`config.mk`:
```
export PLATFORM = sky130hd
export DESIGN_NAME = mem_stage_unit
export DESIGN_NICKNAME = d
export VERILOG_FILES = /design/src/rtl/mem_stage_pkg.sv /design/src/rtl/mem_timeout_ctr.sv /design/src/rtl/mem_stage_unit.sv
export SDC_FILE = /design/constraint.sdc
export NUM_CORES = 1
export LEC_CHECK = 0
export ABC_AREA = 1
export CAP_MARGIN = 40
export CORE_UTILIZATION = 38
export CTS_BUF_LIST = sky130_fd_sc_hd__clkbuf_8
export DETAILED_ROUTE_END_ITERATION = 10
export GPL_TIMING_DRIVEN = 0
export HOLD_SLACK_MARGIN = 0.08
export PLACE_DENSITY = 0.79
export SLEW_MARGIN = 40
export SYNTH_ARGS = -nofsm -noshare
export SYNTH_HDL_FRONTEND = slang
export SYNTH_SLANG_ARGS = --single-unit
```
`constraint.sdc`:
```
create_clock -name I_clk -period 1.3 [get_ports I_clk]
set_input_delay 0.13 -clock I_clk [delete_from_list [all_inputs] [get_ports I_clk]]
set_output_delay 0.13 -clock I_clk [all_outputs]
set_load 0.1 [all_outputs]
```
`src/rtl/mem_stage_pkg.sv`:
```
`default_nettype none
// ============================================================================
// Module   : mem_stage_pkg
// Purpose  : Shared constants for the memory-stage responder.
//            - one-hot FSM state encodings (IDLE/REQ/DONE)
//            - default address/data widths
//            - default REQ timeout (in cycles)
// Ports    : none (package)
// Options  : MEM_STAGE_TIMEOUT_EN enables the REQ timeout in mem_stage_unit
// Revision : 1.0 - initial release
// ============================================================================
package mem_stage_pkg;

  // One-hot state encodings, kept as plain 3-bit constants so they match the
  // sequencer-side encoding used elsewhere in the core.
  localparam logic [2:0] ST_IDLE = 3'b001;
  localparam logic [2:0] ST_REQ  = 3'b010;
  localparam logic [2:0] ST_DONE = 3'b100;

  localparam int DEF_ADDR_W      = 16;
  localparam int DEF_DATA_W      = 16;
  localparam int DEF_TIMEOUT_CYC = 15;

endpackage : mem_stage_pkg
`default_nettype wire

```
`src/rtl/mem_timeout_ctr.sv`:
```
`default_nettype none
// ============================================================================
// Module   : mem_timeout_ctr
// Purpose  : Counts un-acknowledged REQ cycles and flags the last permitted
//            one, so the parent can abort on the edge that ends it.
// Ports    : clk           - clock, rising edge
//            rst_n         - asynchronous active-low reset
//            clear         - restart the count (REQ entry)
//            enable        - count this cycle (in REQ, no ack)
//            limit_reached - this is the LIMIT-th un-acked REQ cycle
// Options  : instantiated only when MEM_STAGE_TIMEOUT_EN is defined
// Revision : 1.0 - initial release
// ============================================================================
module mem_timeout_ctr
  import mem_stage_pkg::*;
#(
  parameter int LIMIT = DEF_TIMEOUT_CYC
) (
  input  logic clk,
  input  logic rst_n,
  input  logic clear,
  input  logic enable,
  output logic limit_reached
);

  localparam int CNT_W = $clog2(LIMIT + 1);

  logic [CNT_W-1:0] count;

  // count holds the number of un-acked REQ cycles already completed. When it
  // equals LIMIT-1 the current cycle is the LIMIT-th, and the count would
  // reach LIMIT on the coming edge: that is the abort point.
  assign limit_reached = (count == CNT_W'(LIMIT - 1));

  always_ff @(posedge clk or negedge rst_n) begin
    if (!rst_n) begin
      count <= '0;
    end else if (clear) begin
      count <= '0;
    end else if (enable && !limit_reached) begin
      count <= count + CNT_W'(1);
    end
  end

endmodule : mem_timeout_ctr
`default_nettype wire

```
`src/rtl/mem_stage_unit.sv`:
```
`default_nettype none
// ============================================================================
// Module   : mem_stage_unit
// Purpose  : Memory-stage responder. Takes the one-hot memory enable pulse
//            from the stage sequencer, performs one load/store over a req/ack
//            handshake and reports completion, stall and load data back.
// Ports    : I_clk, I_reset_n          - clock / async active-low reset
//            I_enmem, I_we, I_addr,
//            I_wdata                   - access request from the sequencer
//            O_stall, O_done, O_err,
//            O_rdata                   - status and load data to datapath
//            O_mreq, O_mwe, O_maddr,
//            O_mwdata, I_mack, I_mrdata - external data memory handshake
// Options  : MEM_STAGE_TIMEOUT_EN - abort REQ after TIMEOUT_CYC un-acked
//            cycles and flag O_err with O_done. Undefined: wait forever,
//            O_err tied low.
// Revision : 1.0 - initial release
// ============================================================================
module mem_stage_unit
  import mem_stage_pkg::*;
#(
  parameter int ADDR_W      = DEF_ADDR_W,
  parameter int DATA_W      = DEF_DATA_W,
  parameter int TIMEOUT_CYC = DEF_TIMEOUT_CYC
) (
  input  logic              I_clk,
  input  logic              I_reset_n,
  input  logic              I_enmem,
  input  logic              I_we,
  input  logic [ADDR_W-1:0] I_addr,
  input  logic [DATA_W-1:0] I_wdata,
  output logic              O_stall,
  output logic              O_done,
  output logic              O_err,
  output logic [DATA_W-1:0] O_rdata,
  output logic              O_mreq,
  output logic              O_mwe,
  output logic [ADDR_W-1:0] O_maddr,
  output logic [DATA_W-1:0] O_mwdata,
  input  logic              I_mack,
  input  logic [DATA_W-1:0] I_mrdata
);

  logic [2:0]        state;
  logic [2:0]        state_nxt;
  logic              we_q;
  logic [ADDR_W-1:0] addr_q;
  logic [DATA_W-1:0] wdata_q;
  logic [DATA_W-1:0] rdata_q;
  logic              in_idle;
  logic              in_req;
  logic              in_done;
  logic              accept;
  logic              timeout_hit;

  assign in_idle = (state == ST_IDLE);
  assign in_req  = (state == ST_REQ);
  assign in_done = (state == ST_DONE);

  // Enable pulses outside IDLE are dropped: no queueing.
  assign accept = in_idle & I_enmem;

`ifdef MEM_STAGE_TIMEOUT_EN
  logic limit_reached;
  logic err_q;

  mem_timeout_ctr #(
    .LIMIT(TIMEOUT_CYC)
  ) u_timeout_ctr (
    .clk          (I_clk),
    .rst_n        (I_reset_n),
    .clear        (accept),
    .enable       (in_req & ~I_mack),
    .limit_reached(limit_reached)
  );

  // An ack on the limit cycle wins over the abort.
  assign timeout_hit = in_req & ~I_mack & limit_reached;

  // Registered so it lines up with the DONE cycle; self-clears after it.
  always_ff @(posedge I_clk or negedge I_reset_n) begin
    if (!I_reset_n) begin
      err_q <= 1'b0;
    end else begin
      err_q <= timeout_hit;
    end
  end

  assign O_err = err_q;
`else
  logic unused_timeout_cfg;

  assign unused_timeout_cfg = (TIMEOUT_CYC > 0);
  assign timeout_hit        = 1'b0;
  assign O_err              = 1'b0;
`endif

  always_comb begin
    state_nxt = state;
    unique case (state)
      ST_IDLE: if (I_enmem)                state_nxt = ST_REQ;
      ST_REQ:  if (I_mack || timeout_hit)  state_nxt = ST_DONE;
      ST_DONE:                             state_nxt = ST_IDLE;
      default:                             state_nxt = ST_IDLE;
    endcase
  end

  always_ff @(posedge I_clk or negedge I_reset_n) begin
    if (!I_reset_n) begin
      state   <= ST_IDLE;
      we_q    <= 1'b0;
      addr_q  <= '0;
      wdata_q <= '0;
      rdata_q <= '0;
    end else begin
      state <= state_nxt;
      if (accept) begin
        we_q    <= I_we;
        addr_q  <= I_addr;
        wdata_q <= I_wdata;
      end
      // Only an acknowledged load updates the returned data.
      if (in_req && I_mack && !we_q) begin
        rdata_q <= I_mrdata;
      end
    end
  end

  // Handshake outputs decode straight from state so an async reset drops
  // O_mreq immediately. Address/data/we hold after completion; O_mreq alone
  // qualifies them.
  assign O_mreq   = in_req;
  assign O_stall  = in_req;
  assign O_done   = in_done;
  assign O_mwe    = we_q;
  assign O_maddr  = addr_q;
  assign O_mwdata = wdata_q;
  assign O_rdata  = rdata_q;

endmodule : mem_stage_unit
`default_nettype wire

```
## Word level (Yosys, flattened, before mapping)

Cells that the tools add are included.

- Register bits after elaboration: 52
- Output and inout bits: 53
- Logic and storage cells: 18
- Bits of input ports: 53

- Multiplexer cells: 3
- Reductions and logical operators: 4
- Equality and inequality tests: 5
- Bitwise gates (word level): 1

Operator list:

| cell | count |
|---|---|
| $mux W3 | 2 |
| $pmux W3 S2 | 1 |
| $ne A2 B2 Y1 const B | 2 |
| $eq A3 B1 Y1 const B | 1 |
| $eq A3 B2 Y1 const B | 1 |
| $eq A3 B3 Y1 const B | 1 |
| $logic_and A1 B1 Y1 | 2 |
| $reduce_and A2 Y1 | 1 |
| $and A1 B1 Y1 | 1 |
| $logic_not A1 Y1 | 1 |

## Logic depth before layout (Yosys ltp)

- Depth after elaboration: 3
- Depth in mapped cells: 7
- Mapped depth without buffers: 5

## Least setup slack after synthesis

No wires, ideal clock.

- Path kind: register -> output
- From: register state[1]
- To: output O_done
- Path slack: -1330 ps
- Arrival: 2500 ps
- Cell stages (with the launch flop): 2
- Data required time: 1170 ps
- Buffers on the path: 0
- Cell sequence: dfrtp_1 -> nor3_1

- Cells in the longest elaborated chain, start to end: 1

Ends and longest elaborated chain:

| element | RTL line | text |
|---|---|---|
| from (decl) | mem_stage_unit.sv:44 | `logic [2:0] state;` |
| from (signal assigned) | mem_stage_unit.sv:116 | `state <= state_nxt;` |
| $eq A3 B3 Y1 | mem_stage_unit.sv:58 | `assign in_done = (state == ST_DONE);` |
| to (decl) | mem_stage_unit.sv:33 | `output logic O_done,` |

Every way passes these cells.

## Worst setup path in the final report

- From: register state[0]
- To: output O_stall

- Cells in the longest elaborated chain, start to end: 1

Ends and longest elaborated chain:

| element | RTL line | text |
|---|---|---|
| $eq A3 B2 Y1 | mem_stage_unit.sv:57 | `assign in_req = (state == ST_REQ);` |
| to (decl) | mem_stage_unit.sv:32 | `output logic O_stall,` |

Every way passes these cells.

==> metrics.csv <==
stage,metric,value,unit
clock_tree,cts_sinks,52,
place,gp_congestion,0.704,
clock_tree,clock_path_buffers,2,
cells_and_area,drive_gt1_frac,0.332,
routing,vias,1934,
clock_tree,clk_latency,0.30,ns
routing,ant_nets,0,
yosys,syn-num-nets,283,
timing,report.final.slew_viol_count,0,
worst_setup_path,crit_slowest_cell,dfstp_2,
floorplanning,coreArea,5510,um^2
cells_and_area,multi_input_area,662,um^2
worst_setup_path,cp.required,1.17,ns
yosys,ys_seq_area_frac,0.600,
yosys,syn-instance-count,230,
cells_and_area,post-route-util,0.629,
yosys,synth.distinct_cells,22,
yosys,synth_top_cell_by_area,dfrtp_1,
cells_and_area,nFillCells,486,
yosys,synthFlopType,dfrtp_1,
yosys,ys_async_sr_fraction,1.00,
yosys,synth_common_cells,"nand2_1, dfrtp_1, inv_1, o21ai_1, nand4_1",
clock_tree,clockRootBuffer,clkbuf_8,
worst_setup_path,critical_path_class,reg -> out,
timing,hold_violations,0,
routing,wire_per_inst,12.3,um
floorplanning,num_rows,27,
routing,drt_iter0_markers,52,
clock_tree,cts_tree,built,
worst_setup_path,path_depth,5,
worst_setup_path,cp_num_buf_inv,3,
place,dpl.hpwl,3690,um
yosys,yosysMostFrequentCell,nand2_1,
worst_setup_path,worstReg2RegEnd,O_maddr[1],
clock_tree,cts_buffers,5,
routing,first_pass_iters,4,
worst_setup_path,crit_start,state[0],
outcome,status,"complete, but fails checks",
routing,drc,0,
worst_setup_path,crit_family,flip-flops,
cells_and_area,fin_area,3460,um^2
timing,rsz0062_at_grt,true,
worst_setup_path,r2r_slack,-0.02,ns
floorplanning,initial_core_util,0.394,
global_routing,first_global_vias,1911,
worst_setup_path,cp.arrival,1.29,ns
yosys,synth-edff-count,0,
worst_setup_path,end_kind,output port,
floorplanning,chipWidth,77.6,um
yosys,synth_top_area_share,0.588,
flow_run,maxCapViolCount,0,
global_routing,antenna_found_initial,0,
global_routing,grt_remaining_overflow,0,
clock_tree,clk_pin_slew,0.09,ns
timing,setup_viol,23,
floorplanning,die_y,77.6,um
floorplanning,die-area,6020,um^2
timing,finalClockSkew,0.00735,ns
worst_setup_path,reg2reg_depth,7,
global_routing,grt_pass1_wl,9030,um
cells_and_area,final_nets,410,
worst_setup_path,cp-start-kind,register,
worst_setup_path,path_common_cell,buf_12,
place,io_buffers,103,
floorplanning,ioPinCount,106,
cells_and_area,ff_latch_area,1310,um^2
worst_setup_path,r2r_start,state[1],
routing,drt_wl_total,5280,um
yosys,yosys_warnings,0,
place,placed_cell_area,3100,um^2
outcome,violations,setup timing,
cells_and_area,area_growth,59.7,%
timing,setup_slack,-0.120,ns
worst_setup_path,cpPeakStageDelay,0.54,ns
yosys,syn-cell-area,2170,um^2
timing,fmax,0.704,GHz
worst_setup_path,path_max_fanout,4,
worst_hold_path,min_from,I_mack,
global_routing,grt_max_degree,28,
timing,fin_crit_sh,1.09,
yosys,synth-seq-cells,52,
worst_setup_path,path_cells,"inv_2, nand2_2, nor2_4, buf_12, buf_12",
worst_setup_path,endpoint,O_stall,
yosys,avgSynthCellArea,9.43,um^2
clock_tree,htreeDepth,2,
yosys,ys_top_cells_by_area,"dfrtp_1, nand2_1, inv_1, o21ai_1, nand4_1",
global_routing,track_usage,0.193,
timing,min_period,1.42,ns
routing,via_per_inst,4.50,
worst_hold_path,hold_class,in -> reg,
cells_and_area,n_antenna_cell,0,
==> logic make-up after synthesis <==
logic type,synth area share
buffers and inverters,0.121
AOI/OAI and AO/OA,0.0882
other,0.00173
and+or+nand+nor,0.189
DFF,0.600
==> layout by cell type (no fill, tap or decap) <==
cell type	instances
o21ai_0	2
nor2_1	1
nand4_1	16
conb_1	1
inv_2	2
buf_16	1
nor3_4	1
dfrtp_4	1
o21ai_1	27
buf_8	2
nand2_2	11
clkinv_4	1
a31oi_1	1
buf_2	52
nor2_4	2
dlygate4sd3_1	1
dfstp_2	1
nor2_2	1
nand3_4	1
bufinv_16	1
buf_12	5
nand2_1	55
nand4_4	1
buf_4	16
dfrtp_1	49
inv_1	36
dfrtp_2	1
o21ai_2	5
clkbuf_8	7
clkdlybuf4s50_1	50
buf_6	7
==> routing by layer <==
metal | up-vias | GRT usage | part of all wire
met3 | 4 | 0.0541 | 0.060
li1 | 966 | - | -
met5 | - | 0 | 0
met1 | 902 | 0.238 | 0.43
met2 | 62 | 0.334 | 0.50
met4 | 0 | 0.0453 | 0.0063
==> repair_timing <==
action                                  CTS  global route
endpoints found under the setup margin   34            49
setup buffers                             9             4
pin swaps                                 3             3
gates resized for setup                  30             9
hold buffers                              1             0
cloned                                    4             0
endpoints found under the hold margin    51             0
==> worst min path at each step <==
stage            endpoint  slack, ns  cells past startpoint
3_5_place_dp   O_rdata[3]       0.07                      1
3_3_place_gp     state[1]       0.44                      2
4_1_cts          state[1]       0.12                      2
5_1_grt          state[1]       0.13                      2
6_report         state[1]       0.13                      2
2_1_floorplan  O_maddr[0]      -0.17                      0
==> cell type report <==
class	count	area share
multi-input combinational	125	0.191
tap	72	0.0260
timing repair buffer	121	0.286
buffer	13	0.0390
sequential	52	0.377
inverter	39	0.0437
clock buffer	7	0.0278
clock inverter	1	0.00867
==> through the flow <==
step           setup TNS [ns]  cells  hold WS, ns  setup slack [ns]
6_report               -0.390    430        0.126            -0.120
3_5_place_dp            -1.91    406       0.0683            -0.288
4_1_cts                -0.891    427        0.124            -0.141
3_3_place_gp           -92.46    405        0.438             -1.77
2_1_floorplan         -0.0569    230       -0.166           -0.0569
5_1_grt                 -2.57    430        0.125            -0.168
==> sequential cells by signal, indices dropped and copies added, names as in the netlist <==
signal,count
O_rdata,16
state,3
O_mwdata,16
O_mwe,1
O_maddr,16
Power is not shown: default switching activity piles up to over one toggle a cycle in this logic, so the estimate is an artifact.
